File: config.mk
export PLATFORM = sky130hd
export DESIGN_NAME = mips_mc_control
export DESIGN_NICKNAME = d
export VERILOG_FILES = /design/src/rtl/mips_mc_control.sv
export SDC_FILE = /design/constraint.sdc
export NUM_CORES = 1
export LEC_CHECK = 0
export CORE_MARGIN = 4
export CORE_UTILIZATION = 31
export DETAILED_ROUTE_END_ITERATION = 12
export PLACE_DENSITY_LB_ADDON = 0.15
export RECOVER_POWER = 50
export SLEW_MARGIN = 20
export SYNTH_ARGS = -nofsm -noshare
export SYNTH_HDL_FRONTEND = slang
export SYNTH_SLANG_ARGS = --single-unit
File: constraint.sdc
create_clock -name clk -period 1.3 [get_ports clk]
set_clock_uncertainty 0.05 [all_clocks]
set_input_delay 0.325 -clock clk [delete_from_list [all_inputs] [get_ports clk]]
set_output_delay 0.325 -clock clk [all_outputs]
set_load 0.05 [all_outputs]
File: src/rtl/mips_mc_control.sv
// Main control FSM for the multicycle MIPS datapath.
// It steps each instruction through fetch, decode, execute, memory and
// writeback states, and drives the datapath mux selects and write enables
// from the current state only (Moore). The one exception is pc_en, which
// folds in the ALU zero flag for beq.
module mips_mc_control #(
    parameter int OPW = 6,
    parameter int SW  = 4
) (
    input  logic           clk,
    input  logic           rst,
    input  logic [OPW-1:0] opcode,
    input  logic           zero,
    output logic           iord,
    output logic           alusrca,
    output logic [1:0]     alusrcb,
    output logic [1:0]     aluop,
    output logic [1:0]     pcsrc,
    output logic           memtoreg,
    output logic           regdst,
    output logic           irwrite,
    output logic           memwrite,
    output logic           regwrite,
    output logic           pcwrite,
    output logic           branch,
    output logic           pc_en,
    output logic           bad_op,
    output logic [SW-1:0]  state
);

    localparam logic [SW-1:0] S_FETCH   = SW'(0);
    localparam logic [SW-1:0] S_DECODE  = SW'(1);
    localparam logic [SW-1:0] S_MEMADR  = SW'(2);
    localparam logic [SW-1:0] S_MEMRD   = SW'(3);
    localparam logic [SW-1:0] S_MEMWB   = SW'(4);
    localparam logic [SW-1:0] S_MEMWR   = SW'(5);
    localparam logic [SW-1:0] S_EXECUTE = SW'(6);
    localparam logic [SW-1:0] S_ALUWB   = SW'(7);
    localparam logic [SW-1:0] S_BRANCH  = SW'(8);
    localparam logic [SW-1:0] S_ADDIEX  = SW'(9);
    localparam logic [SW-1:0] S_ADDIWB  = SW'(10);
    localparam logic [SW-1:0] S_JUMP    = SW'(11);
    localparam logic [SW-1:0] S_IDLE    = SW'(15);

    localparam logic [OPW-1:0] OP_RTYPE = OPW'(6'b000000);
    localparam logic [OPW-1:0] OP_LW    = OPW'(6'b100011);
    localparam logic [OPW-1:0] OP_SW    = OPW'(6'b101011);
    localparam logic [OPW-1:0] OP_BEQ   = OPW'(6'b000100);
    localparam logic [OPW-1:0] OP_ADDI  = OPW'(6'b001000);
    localparam logic [OPW-1:0] OP_J     = OPW'(6'b000010);

    logic [SW-1:0] state_next;
    logic          bad_op_next;

    // State register plus the registered unsupported-opcode pulse; reset wins.
    always_ff @(posedge clk) begin
        if (rst) begin
            state  <= S_IDLE;
            bad_op <= 1'b0;
        end else begin
            state  <= state_next;
            bad_op <= bad_op_next;
        end
    end

    // Next-state logic; an unknown opcode in DECODE returns to FETCH and flags bad_op.
    always_comb begin
        state_next  = S_FETCH;
        bad_op_next = 1'b0;
        case (state)
            S_IDLE:    state_next = S_FETCH;
            S_FETCH:   state_next = S_DECODE;
            S_DECODE: begin
                case (opcode)
                    OP_LW, OP_SW: state_next = S_MEMADR;
                    OP_RTYPE:     state_next = S_EXECUTE;
                    OP_BEQ:       state_next = S_BRANCH;
                    OP_ADDI:      state_next = S_ADDIEX;
                    OP_J:         state_next = S_JUMP;
                    default: begin
                        state_next  = S_FETCH;
                        bad_op_next = 1'b1;
                    end
                endcase
            end
            // IR holds the opcode stable, so it can be re-examined here.
            S_MEMADR:  state_next = (opcode == OP_SW) ? S_MEMWR : S_MEMRD;
            S_MEMRD:   state_next = S_MEMWB;
            S_EXECUTE: state_next = S_ALUWB;
            S_ADDIEX:  state_next = S_ADDIWB;
            default:   state_next = S_FETCH;
        endcase
    end

    // Moore output decode; anything not named for a state stays 0.
    always_comb begin
        iord     = 1'b0;
        alusrca  = 1'b0;
        alusrcb  = 2'b00;
        aluop    = 2'b00;
        pcsrc    = 2'b00;
        memtoreg = 1'b0;
        regdst   = 1'b0;
        irwrite  = 1'b0;
        memwrite = 1'b0;
        regwrite = 1'b0;
        pcwrite  = 1'b0;
        branch   = 1'b0;
        case (state)
            S_FETCH: begin
                alusrcb = 2'b01;
                irwrite = 1'b1;
                pcwrite = 1'b1;
            end
            S_DECODE: alusrcb = 2'b11;
            S_MEMADR, S_ADDIEX: begin
                alusrca = 1'b1;
                alusrcb = 2'b10;
            end
            S_MEMRD: iord = 1'b1;
            S_MEMWB: begin
                memtoreg = 1'b1;
                regwrite = 1'b1;
            end
            S_MEMWR: begin
                iord     = 1'b1;
                memwrite = 1'b1;
            end
            S_EXECUTE: begin
                alusrca = 1'b1;
                aluop   = 2'b10;
            end
            S_ALUWB: begin
                regdst   = 1'b1;
                regwrite = 1'b1;
            end
            S_BRANCH: begin
                alusrca = 1'b1;
                aluop   = 2'b01;
                pcsrc   = 2'b01;
                branch  = 1'b1;
            end
            S_ADDIWB: regwrite = 1'b1;
            S_JUMP: begin
                pcsrc   = 2'b10;
                pcwrite = 1'b1;
            end
            default: ;
        endcase
    end

    // PC load enable: unconditional writes, or a taken branch.
    assign pc_en = pcwrite | (branch & zero);

endmodule

==> results.sh, run 1 <==
export IMPL_status="did not finish"
export IMPL_lastStage="4_1_cts"
export IMPL_error="[ERROR DPL-0038] Utilization greater than 100%, impossible to legalize"
export IMPL_synth_largest_area_cell="dfxtp_1"
export IMPL_numCtsBuffers=3
export IMPL_start_util=0.347
export IMPL_ctsResizeCount=41
export IMPL_portBuffers=29
export IMPL_synth_area_per_cell_sq_um=7.26
export IMPL_synth_distinct_cells=30
export IMPL_cts_root_buf="clkbuf_4"
export IMPL_yosys_register_bits=5
export IMPL_hpwl_microns=2090
export IMPL_synth_commonest_cells="nor2_1, dfxtp_1, nand2b_1, nor3_1, nand3_1"
export IMPL_cts_max_level=1
export IMPL_die_h_microns=47.3
export IMPL_routabilityCongestion=0.895
export IMPL_numClockSinks=5
export IMPL_synth_area_sq_um=479
export IMPL_post_cts_buffers=14
export IMPL_synth_top_area_share=0.209
export IMPL_std_cell_rows=13
export IMPL_synth_edf_count=0
export IMPL_yosysMostFrequentCell="nor2_1"
export IMPL_die_w_microns=47.3
export IMPL_async_flop_share=0
export IMPL_cts_hold_buf=0
export IMPL_io_pins=30
export IMPL_synth_top_cells_by_area="dfxtp_1, nor2_1, nand2b_1"
export IMPL_syn_instance_count=66
export IMPL_synth_ff_type="dfxtp_1"
export IMPL_clk_path_buf_depth=2
export IMPL_yosysWarningCount=0
export IMPL_place_inst=133
export IMPL_yosysSeqAreaShare=0.209
export IMPL_syn_nets=75
==> cell families after synthesis <==
logic type,after synthesis,synth area share
and+or+nand+nor,34,0.389
AOI/OAI and AO/OA,15,0.227
buffers and inverters,8,0.0992
DFF,5,0.209
xor gates and xnor gates,3,0.0548
muxes,1,0.0209
==> stage by stage <==
step           area (sq um)  setup WS, ns
2_1_floorplan           672        -0.573
3_3_place_gp           1330        -0.242
3_5_place_dp           1330        -0.341
==> run 2, diff against run 1 <==
Settings changed: CORE_AREA set to 4 4 65 67, CORE_MARGIN 4 to not set, CORE_UTILIZATION 31 to not set, DIE_AREA set to 0 0 69 71.
Clock period 1.3 ns to 1.7 ns, I/O delays scaled along.
==> run 2 against run 1 <==
Net effect:
- the flow now finishes, with violations (setup timing)
- area after synthesis did not move
- synthesized cell count is the same
==> results.sh, run 2 <==
export IMPL_grt_usage=0.0813
export IMPL_synth_largest_area_cell="dfxtp_1"
export IMPL_area_growth_pct=195
export IMPL_path_delay_family="flip-flops"
export IMPL_drt_antenna_violating_nets=0
export IMPL_grt_pass1_vias=706
export IMPL_critical_path_buf_inv_count=1
export IMPL_cts_hold_buf=0
export IMPL_drt_pre_antenna_iters=2
export IMPL_die_w_microns=69
export IMPL_fin_area_sq_um=1410
export IMPL_synth_top_area_share=0.209
export IMPL_hpwl_microns=1490
export IMPL_synth_area_sq_um=479
export IMPL_r2r_start="state[1]"
export IMPL_slowest_stage="dfxtp_4"
export IMPL_cp_required_ns=1.22
export IMPL_std_cell_rows=22
export IMPL_synth_edf_count=0
export IMPL_synth_top_cells_by_area="dfxtp_1, nor2_1, nand2b_1"
export IMPL_die_h_microns=71
export IMPL_max_slew_margin=0.593
export IMPL_critPathKind="reg2out"
export IMPL_drt_initial_drc_count=5
export IMPL_synth_distinct_cells=30
export IMPL_rsz0062_at_grt="true"
export IMPL_drive_gt1_frac=0.664
export IMPL_num_vias=668
export IMPL_tightest_slew_ns=0.613
export IMPL_layout_commonest_cell="buf_12"
export IMPL_worst_hold_path_type="reg2reg"
export IMPL_cellPowerDensity_nw_per_um2=604
export IMPL_syn_instance_count=66
export IMPL_cts_tree="yes"
export IMPL_portBuffers=29
export IMPL_numCtsBuffers=3
export IMPL_clk_pin_slew_ns=0.03
export IMPL_async_flop_share=0
export IMPL_timing_final_ws_setup_ns=-0.0131
export IMPL_routed_wl_microns=1900
export IMPL_arrival_ns=1.24
export IMPL_worstHoldEndpoint="state[2]"
export IMPL_stdcell_count=164
export IMPL_max_stage_delay_ns=0.40
export IMPL_utilization=0.389
export IMPL_place_ws_ns=-0.139
export IMPL_numClockSinks=5
export IMPL_overflow=0
export IMPL_synth_ff_type="dfxtp_1"
export IMPL_grt_pass1_wl_microns=3360
export IMPL_crit_chain="nand2b_4 -> mux2i_1 -> a21o_4 -> buf_12"
export IMPL_regMostFlops="state"
export IMPL_reg_top3="state: 4 flops, bad_op: 1 flops"
export IMPL_via_per_inst=4.07
export IMPL_drt_wirelength_per_cell_microns=11.6
export IMPL_power_mw=0.853
export IMPL_hold_ws_ns=0.627
export IMPL_period_share=1.01
export IMPL_clkLatencyLatePin_ns=0.22
export IMPL_layout_common_cells="buf_12, buf_4, clkdlybuf4s50_1"
export IMPL_peakVddDrop_uv=182
export IMPL_place_area_sq_um=1190
export IMPL_cts_max_level=1
export IMPL_synth_area_per_cell_sq_um=7.26
export IMPL_whs_path_depth=2
export IMPL_core_sq_um=3630
export IMPL_r2r_end="bad_op"
export IMPL_holdCritStartpoint="state[1]"
export IMPL_clk_path_buf_depth=2
export IMPL_antenna_cells=0
export IMPL_min_period_ns=1.71
export IMPL_rrSetupSlack_ns=0.20
export IMPL_r2r_cells=4
export IMPL_yosysMostFrequentCell="nor2_1"
export IMPL_start_kind="register"
export IMPL_routabilityCongestion=0.726
export IMPL_power_leakage_nw=0.539
export IMPL_yosysSeqAreaShare=0.209
export IMPL_antenna_found_initial=0
export IMPL_syn_nets=75
export IMPL_drc=0
export IMPL_yosysWarningCount=0
export IMPL_violations="setup timing"
export IMPL_setup_viol=1
export IMPL_io_pins=30
export IMPL_cts_root_buf="clkbuf_8"
export IMPL_cap_violations=0
export IMPL_max_freq_mhz=584
export IMPL_crit_path_max_fanout=6
export IMPL_start_util=0.132
export IMPL_cp_end_kind="output port"
export IMPL_largest_reg_flops=4
export IMPL_place_inst=144
export IMPL_dieArea_sq_um=4900
export IMPL_synth_commonest_cells="nor2_1, dfxtp_1, nand2b_1, nor3_1, nand3_1"
export IMPL_final_max_slew_violation_count=0
export IMPL_grt_max_degree=10
export IMPL_status="finished with violations"
export IMPL_yosys_register_bits=5
export IMPL_fin_setup_tns_ns=-0.0131
export IMPL_hold_viol=0
export IMPL_layout_nets=126
run 2: cell counts after synthesis:
No cell type changed its count.
run 2: layer usage:
metal  routed length, microns  up-vias  global-route usage
li1                         -      341                   -
met1                      826      307              0.0976
met2                      999       18               0.143
met3                       65        2              0.0227
met4                        7        0              0.0195
met5                        0        -                   0
run 2: cells by family (layout without fill, tap and decap cells):
kind of cell,Yosys count,count (layout),synth area share
flip-flops,5,5,0.209
AO/OA/AOI/OAI,15,15,0.227
buffers and inverters,8,58,0.0992
XOR/XNOR,3,3,0.0548
multiplexers,1,1,0.0209
AND/OR/NAND/NOR,34,34,0.389
run 2: area by class of cell:
type                            count  area, sq um
Fill cell                         390         2220
Timing Repair Buffer               52          683
Multi-Input combinational cell     53          499
Sequential cell                     5          115
Tap cell                           48         60.1
Clock buffer                        4         45.0
Inverter                            2         11.3
run 2: power by group:
part	total [mW]	switching [mW]	internal [mW]	leakage, nW
sequential	0.151	0.0239	0.127	0.0430
combinational	0.489	0.249	0.240	0.473
clock	0.213	0.0526	0.160	0.0228
run 2: worst max-delay path by stage:
| stage | slack (ns) | end | cells past startpoint | startpoint |
|---|---|---|---|---|
| after detailed placement | -0.14 | pc_en | 4 | zero |
| after CTS | -0.02 | memtoreg | 4 | state[3] |
| after global placement | -0.12 | pc_en | 4 | zero |
| after global routing | -0.05 | regwrite | 4 | state[3] |
| final | -0.01 | regwrite | 4 | state[3] |
| after floorplan | -0.27 | regwrite | 4 | state[2] |
run 2: worst min-delay path, delay by kind of cell, from the launching register on:
family             cells  cell delay, ns
and+or+nand+nor        1            0.14
AOI/OAI and AO/OA      1            0.11
DFF                    1            0.38
run 2: what timing repair did:
action | in CTS | in global routing
gates resized for setup | 8 | 8
buffers inserted | 14 | 2
endpoints found under the setup margin | 15 | 15
pin swaps | 6 | 4
Note: power is estimated with default switching activity, not from simulation.
==> run 3, diff against run 2 <==
Settings changed: CTS_CLUSTER_DIAMETER set to 200.
==> results of run 3 <==
No change in the layout: final DEF, timing and power equal those of run 2.
